`src/rtl/fetch_ctrl.sv`:
```
// Instruction fetch controller: one outstanding imem request, one-entry
// hold buffer to decode, redirect with in-flight response kill.
// Ports: clk, res (sync active-high), redirect/redirectPc from execute,
//   imemReq/imemAddr/imemAck/imemData to instruction memory,
//   instValid/instReady/instOut/instPc to decode, pcOut, instCount.
module fetch_ctrl #(
  parameter int          DBITS    = 32,
  parameter logic [31:0] START_PC = 32'h40
) (
  input  logic             clk,
  input  logic             res,
  input  logic             redirect,
  input  logic [DBITS-1:0] redirectPc,
  output logic             imemReq,
  output logic [DBITS-1:0] imemAddr,
  input  logic             imemAck,
  input  logic [31:0]      imemData,
  output logic             instValid,
  input  logic             instReady,
  output logic [31:0]      instOut,
  output logic [DBITS-1:0] instPc,
  output logic [DBITS-1:0] pcOut,
  output logic [31:0]      instCount
);

  typedef enum logic [1:0] {
    IDLE = 2'd0,
    REQ  = 2'd1,
    WAIT = 2'd2,
    HOLD = 2'd3
  } state_e;

  state_e           state_q, state_d;
  logic [DBITS-1:0] pc_q, pc_d;
  logic             kill_q, kill_d;
  logic [31:0]      cnt_q, cnt_d;
  logic [31:0]      inst_q, inst_d;
  logic [DBITS-1:0] ipc_q, ipc_d;
  logic [DBITS-1:0] redir_pc;

  // Word-align the target; masking keeps every input bit in use.
  assign redir_pc = redirectPc & ~DBITS'(3);

  always_ff @(posedge clk) begin
    if (res) begin
      state_q <= IDLE;
      pc_q    <= DBITS'(START_PC);
      kill_q  <= 1'b0;
      cnt_q   <= '0;
      inst_q  <= '0;
      ipc_q   <= '0;
    end else begin
      state_q <= state_d;
      pc_q    <= pc_d;
      kill_q  <= kill_d;
      cnt_q   <= cnt_d;
      inst_q  <= inst_d;
      ipc_q   <= ipc_d;
    end
  end

  always_comb begin
    state_d = state_q;
    pc_d    = pc_q;
    kill_d  = kill_q;
    cnt_d   = cnt_q;
    inst_d  = inst_q;
    ipc_d   = ipc_q;
    unique case (state_q)
      IDLE: begin
        state_d = REQ;
        if (redirect) pc_d = redir_pc;
      end
      REQ: begin
        // Request at the old PC has gone out; its reply must be dropped.
        state_d = WAIT;
        if (redirect) begin
          pc_d   = redir_pc;
          kill_d = 1'b1;
        end
      end
      WAIT: begin
        if (imemAck) begin
          if (redirect) begin
            pc_d    = redir_pc;
            kill_d  = 1'b0;
            state_d = REQ;
          end else if (kill_q) begin
            kill_d  = 1'b0;
            state_d = REQ;
          end else begin
            inst_d  = imemData;
            ipc_d   = pc_q;
            pc_d    = pc_q + DBITS'(4);
            state_d = HOLD;
          end
        end else if (redirect) begin
          pc_d   = redir_pc;
          kill_d = 1'b1;
        end
      end
      HOLD: begin
        if (redirect) begin
          pc_d    = redir_pc;
          state_d = REQ;
        end else if (instReady) begin
          cnt_d   = cnt_q + 32'd1;
          state_d = REQ;
        end
      end
      default: state_d = IDLE;
    endcase
  end

  always_comb begin
    imemReq   = (state_q == REQ);
    imemAddr  = pc_q;
    instValid = (state_q == HOLD) && !redirect;
    instOut   = inst_q;
    instPc    = ipc_q;
    pcOut     = pc_q;
    instCount = cnt_q;
  end

endmodule

```
`config.mk`:
```
export PLATFORM = sky130hd
export DESIGN_NAME = fetch_ctrl
export DESIGN_NICKNAME = d
export VERILOG_FILES = /design/src/rtl/fetch_ctrl.sv
export SDC_FILE = /design/constraint.sdc
export NUM_CORES = 1
export LEC_CHECK = 0
export ABC_AREA = 1
export CAP_MARGIN = 30
export CELL_PAD_IN_SITES_DETAIL_PLACEMENT = 1
export CELL_PAD_IN_SITES_GLOBAL_PLACEMENT = 1
export CORE_AREA = 2 2 118 177
export DETAILED_ROUTE_END_ITERATION = 10
export DIE_AREA = 0 0 120 179
export HOLD_SLACK_MARGIN = 0.03
export MAX_ROUTING_LAYER = met4
export PLACE_DENSITY = 0.93
export SYNTH_ARGS = -nofsm -noshare
export SYNTH_HDL_FRONTEND = slang
export SYNTH_SLANG_ARGS = --single-unit
export TNS_END_PERCENT = 20
```
`constraint.sdc`:
```
create_clock -name clk -period 2.6 [get_ports clk]
set_input_delay 0.39 -clock clk [delete_from_list [all_inputs] [get_ports clk]]
set_output_delay 0.39 -clock clk [all_outputs]
set_load 0.02 [all_outputs]
```
; ---- After elaboration in Yosys (flattened, before gate mapping)
; Cells that the tools add are included.
[op_classes]
reduce_logical = 8
add_sub_neg = 2
n_mux = 14
bitwise_logic = 2
eq_ne = 6
[op_table]
columns = cell, count
row1 = 32-bit two-way mux, 4
row2 = 32-bit one-hot mux with 2 select lines, 1
row3 = 32-bit by 1-bit adder with 32-bit output (second input constant), 1
row4 = 32-bit by 3-bit adder with 32-bit output (second input constant), 1
row5 = 2-bit two-way mux, 5
row6 = 2-bit one-hot mux with 4 select lines, 1
row7 = 2-bit equality test (second input constant), 2
row8 = 4-bit != test (second input constant), 1
row9 = 4-bit AND reduction, 1
row10 = 3-bit != test (second input constant), 1
row11 = 3-bit AND reduction, 1
row12 = 3-bit OR reduction, 1
row13 = 2-bit by 1-bit equality test with 1-bit output (second input constant), 1
row14 = 2-bit zero test, 1
row15 = 1-bit two-way mux, 2
row16 = 2-bit != test (second input constant), 1
row17 = 1-bit NOT, 2
row18 = 1-bit one-hot mux with 2 select lines, 1
row19 = 2-bit AND reduction, 1
row20 = 2-bit nonzero test, 1
row21 = 1-bit logical AND, 1
row22 = 1-bit zero test, 1
[word_totals]
wordCells = 38
out_inout_bits = 162
ff_bits = 131

; ---- Logic depth before layout (Yosys ltp)
[logic_depth]
word_depth = 5
depth_mapped = 12
ltp_nobuf = 12

; ---- Worst setup path before layout
; Ideal clock, no wire load.
[synth_path]
kind = register to register
from = register pc_q[3] (netlist: imemAddr[3])
to = register pc_q[28] (netlist: imemAddr[28])
path_stages_with_launch = 12
setup_ns = 0.127
t_arrival_ns = 1.552
synth_period_minus_slack_ns = 1.679
path_slack_ns = 0.921
path_cell_list = dfxtp_1 ha_1 nand2_1 nor2_1 nand3_1 nor2_1 buf_4 nand2_1 nand2_1 nand3_1 nand2_1 a21oi_1
[synth_between]
elab_chain_len = 5
[synth_rtl]
columns = item, line_no
row1 = "start, declared", 34  ; logic [DBITS-1:0] pc_q, pc_d;
row2 = "start signal, assigned", 47  ; pc_q <= DBITS'(START_PC);
row3 = "start signal, assigned", 54  ; pc_q <= pc_d;
row4 = 32-bit by 3-bit adder with 32-bit output, 94  ; pc_d = pc_q + DBITS'(4);
row5 = 32-bit two-way mux, 88  ; end else if (kill_q) begin
row6 = 32-bit two-way mux, 84  ; if (redirect) begin
row7 = 32-bit two-way mux, 83  ; if (imemAck) begin
row8 = 32-bit one-hot mux with 2 select lines, 69  ; unique case (state_q)
; Every way passes these cells. The select of a mux whose other input is x is not followed.
; A chain may end at the register's enable or synchronous reset.

; ---- Worst setup path in the final report
[layout_path]
from = register state_q[0]
to = output port instValid
[layout_between]
elab_chain_len = 2
[layout_rtl]
columns = item, line_no
row1 = "start, declared", 33  ; state_e state_q, state_d;
row2 = "start signal, assigned", 53  ; state_q <= state_d;
row3 = 2-bit equality test, 118  ; instValid = (state_q == HOLD) && !redirect;
row4 = 1-bit logical AND, 118
row5 = "end, declared", 18  ; output logic instValid,
; Every way passes these cells.

==> metrics.md <==
| Metric | Value |
|---|---|
| XOR/XNOR Fraction of Synth Area | 0.0119 |
| Reg clk slew, reported paths | 70 ps |
| Via count | 7555 |
| Placed standard-cell area | 9000 um^2 |
| Combinational share of power | 0.122 |
| Crit path kind | register to primary output |
| Commonest cells post-synth | nor2_1, nand2_1, dfxtp_1 |
| Async SR Flop Fraction | 0 |
| Post-synthesis adder-cell area fraction | 0.0132 |
| Critical path startpoint | state_q[0]$_SDFFE_PP0P_ |
| Compound-Gate Fraction of Synth Area | 0.147 |
| Post-synth top flop | dfxtp_1 |
| Max VDD drop | 0.417 mV |
| Crit path required time | 2210 ps |
| Total Routed Length | 25700 um |
| Arr. time, crit path | 1930 ps |
| Net Sw Power | 1.44 mW |
| CP max FO | 5 |
| Mux contribution to synthesized area | 0 |
| Power share of the clock group | 0.463 |
| Tot Pwr | 5.16 mW |
| EDFF count, synth | 0 |
| Register share of total power | 0.415 |
| CTS tree | done |
| FF-to-FF Start | imemAddr[3]$_SDFFE_PP0P_ |
| Post-route setup TNS | 0 ps |
| Mean area per synthesized cell | 6.70 um^2 |
| Worst Setup Slack, final | 281 ps |
| Top Ports | 231 |
| Post_cts resized | 0 |
| Status | finished, final reports clean |
| Synthesized instance count | 990 |
| Synthesized flop and latch total | 131 |
| Post-CTS setup buffer count | 0 |
| Post-cts hold buffer count | 0 |
| Vias/cell | 5.18 |
| Syn nets | 1066 |
| Tmin final | 2320 ps |
| First-pass detailed-route iteration total | 5 |
| Cell area after layout | 9590 um^2 |
| PortBufs | 228 |
| Clock buffer depth | 2 |
| Register area share after synthesis | 0.395 |
| Die area | 21500 um^2 |
| Clock Skews | 13.7 ps |
| Latest clock arrival within the worst-skew pair | 430 ps |
| Max Slew Vio Count | 0 |
| Hold path startpoint | redirect |
| Top cells by area, synth | dfxtp_1, nor2_1, nand2_1, o21ai_0, inv_1 |
| Share of post-route cells with drive strength above 1 | 0.0537 |
| Tot GR Track Use | 0.247 |
| Syn-to-layout area delta | 44.6% |
| DP Wirelength | 18600 um |
| RePlAce Congestion | 0.906 |
| H-Tree Level Count | 4 |
| Slew @ Worst Pin | 553 ps |
| Routed wire length per instance | 17.6 um |
| Clock sinks | 131 |
| Simple-Gate Fraction of Synth Area | 0.313 |
| Fin util | 0.477 |
| Sw Share | 0.279 |
| Initial DRC count | 422 |
| Die Y | 179 um |
| Max_cap viols | 0 |
| Power per Cell Area | 538 nW/um^2 |
| Die X | 120 um |
| Tightest Hold Check Type | input pin to register |
| Core area | 20100 um^2 |
| Initial antenna violation count | 4 |
| Period utilization | 0.892 |
| Worst slew margin | 0.631 |
| Routed Antenna Nets | 0 |
| Ys Warns | 0 |
| Starting Density | 0.330 |
| Pre-CTS setup slack | 348 ps |
| Root Buffer | clkbuf_16 |
| Synth area leader | dfxtp_1 |
| Leak | 3.70 nW |
| DRC viols | 0 |
| First-pass GRT wire length | 40800 um |
| Final nets | 1254 |
| Most common cell in the netlist | nor2_1 |
| Fill cell count | 2518 |
| CP startpoint kind | register |
| # setup viols final | 0 |
| Cell internal pwr | 3.72 mW |
| Total grt overflow | 0 |
| Achievable clock frequency | 431 MHz |
| Vias in the first global route | 7911 |
| Crit. End Element | primary output |
| Yosys top cell area share | 0.395 |
| RSZ-0062 raised after global routing | no |
| Post-synthesis instance area | 6630 um^2 |
| CTS buffer count | 17 |
| Final hold viol count | 0 |
| Cell variety after synth | 37 |
| Largest net degree at the start of global routing | 88 |
| Row cnt | 64 |
| Largest family of logic cells by synthesized area | simple AND/OR/NAND/NOR gates |
==> flip-flops by register name, indices dropped and copies added (netlist names) <==
| signal | count |
|---|---|
| instOut | 32 |
| kill_q | 1 |
| imemAddr | 32 |
| instPc | 32 |
| state_q | 2 |
| instCount | 32 |
==> path summary, 6_finish.rpt <==
check / cells past startpoint / end / slack, ps
worst min register to register: 2 / kill_q$_SDFFE_PP0P_ / 490
worst max register to register: 10 / imemAddr[18]$_SDFFE_PP0P_ / 490
worst min-delay path: 4 / imemAddr[3]$_SDFFE_PP0P_ / 490
worst max-delay path: 4 / instValid / 280
==> cell usage in the layout, fill, tap and decap left out, drive strengths merged, types with 2 or more instances in the layout <==
cell type / synthesis / layout
nand4: 23 / 23
inv: 96 / 103
a31oi: 7 / 7
nand3b: 4 / 4
a21oi: 71 / 71
dfxtp: 131 / 131
clkdlybuf4s50: 0 / 227
xor2: 7 / 7
clkinvlp: 0 / 4
nand3: 65 / 65
nor3b: 3 / 3
clkinv: 2 / 4
xnor2: 2 / 2
diode: 0 / 4
o211ai: 6 / 6
ha: 7 / 7
o21ai: 95 / 95
nand2: 178 / 178
o21a: 3 / 3
nor3: 21 / 21
clkbuf: 31 / 18
nor2: 188 / 188
buf: 44 / 17
==> cell type report <==
| type | count | area (um^2) | share of cell area |
|---|---|---|---|
| Antenna cell | 4 | 10.0 | 0.00104 |
| Clock buffer | 18 | 439 | 0.0458 |
| Clock inverter | 14 | 139 | 0.0145 |
| Inverter | 98 | 373 | 0.0389 |
| Multi-Input combinational cell | 686 | 3220 | 0.336 |
| Sequential cell | 131 | 2620 | 0.273 |
| Tap cell | 264 | 330 | 0.0344 |
| Timing Repair Buffer | 244 | 2460 | 0.256 |
==> through the flow <==
stage / cells / hold WS, ps
final: 1459 / 487
after global routing: 1459 / 517
after detailed placement: 1423 / 476
after floorplan: 990 / 452
after CTS: 1455 / 477
after global placement: 1423 / 465
==> power groups by stage <==
stage	clock network, mW	registers (mW)	logic (mW)
2_1_floorplan	0	2.22	0.270
3_3_place_gp	0	2.19	0.613
3_5_place_dp	0	2.19	0.628
4_1_cts	2.43	2.14	0.634
5_1_grt	2.51	2.15	0.679
6_report	2.39	2.15	0.629
==> worst max-delay path, stage by stage (launching register included) <==
cell,delay [ps]
dfxtp_1,420
ha_1,240
inv_1,50
nor2_1,120
clkdlybuf4s50_1,670
==> layer usage <==
layer / up-vias / global-route usage / part of all wire
li1: 3569 / - / -
met1: 3690 / 0.255 / 0.38
met2: 239 / 0.448 / 0.54
met3: 57 / 0.0483 / 0.045
met4: 0 / 0.120 / 0.035
met5: - / - / 0
==> logic make-up (layout without fill, tap and decap cells) <==
logic type	after synthesis	after routing
adder cells (fa/ha/maj)	7	7
AO/OA/AOI/OAI	186	186
flip-flops	131	131
AND/OR/NAND/NOR	484	484
other	0	4
buffers and inverters	173	374
XOR/XNOR	9	9
Note: power is estimated with default switching activity, not from simulation.
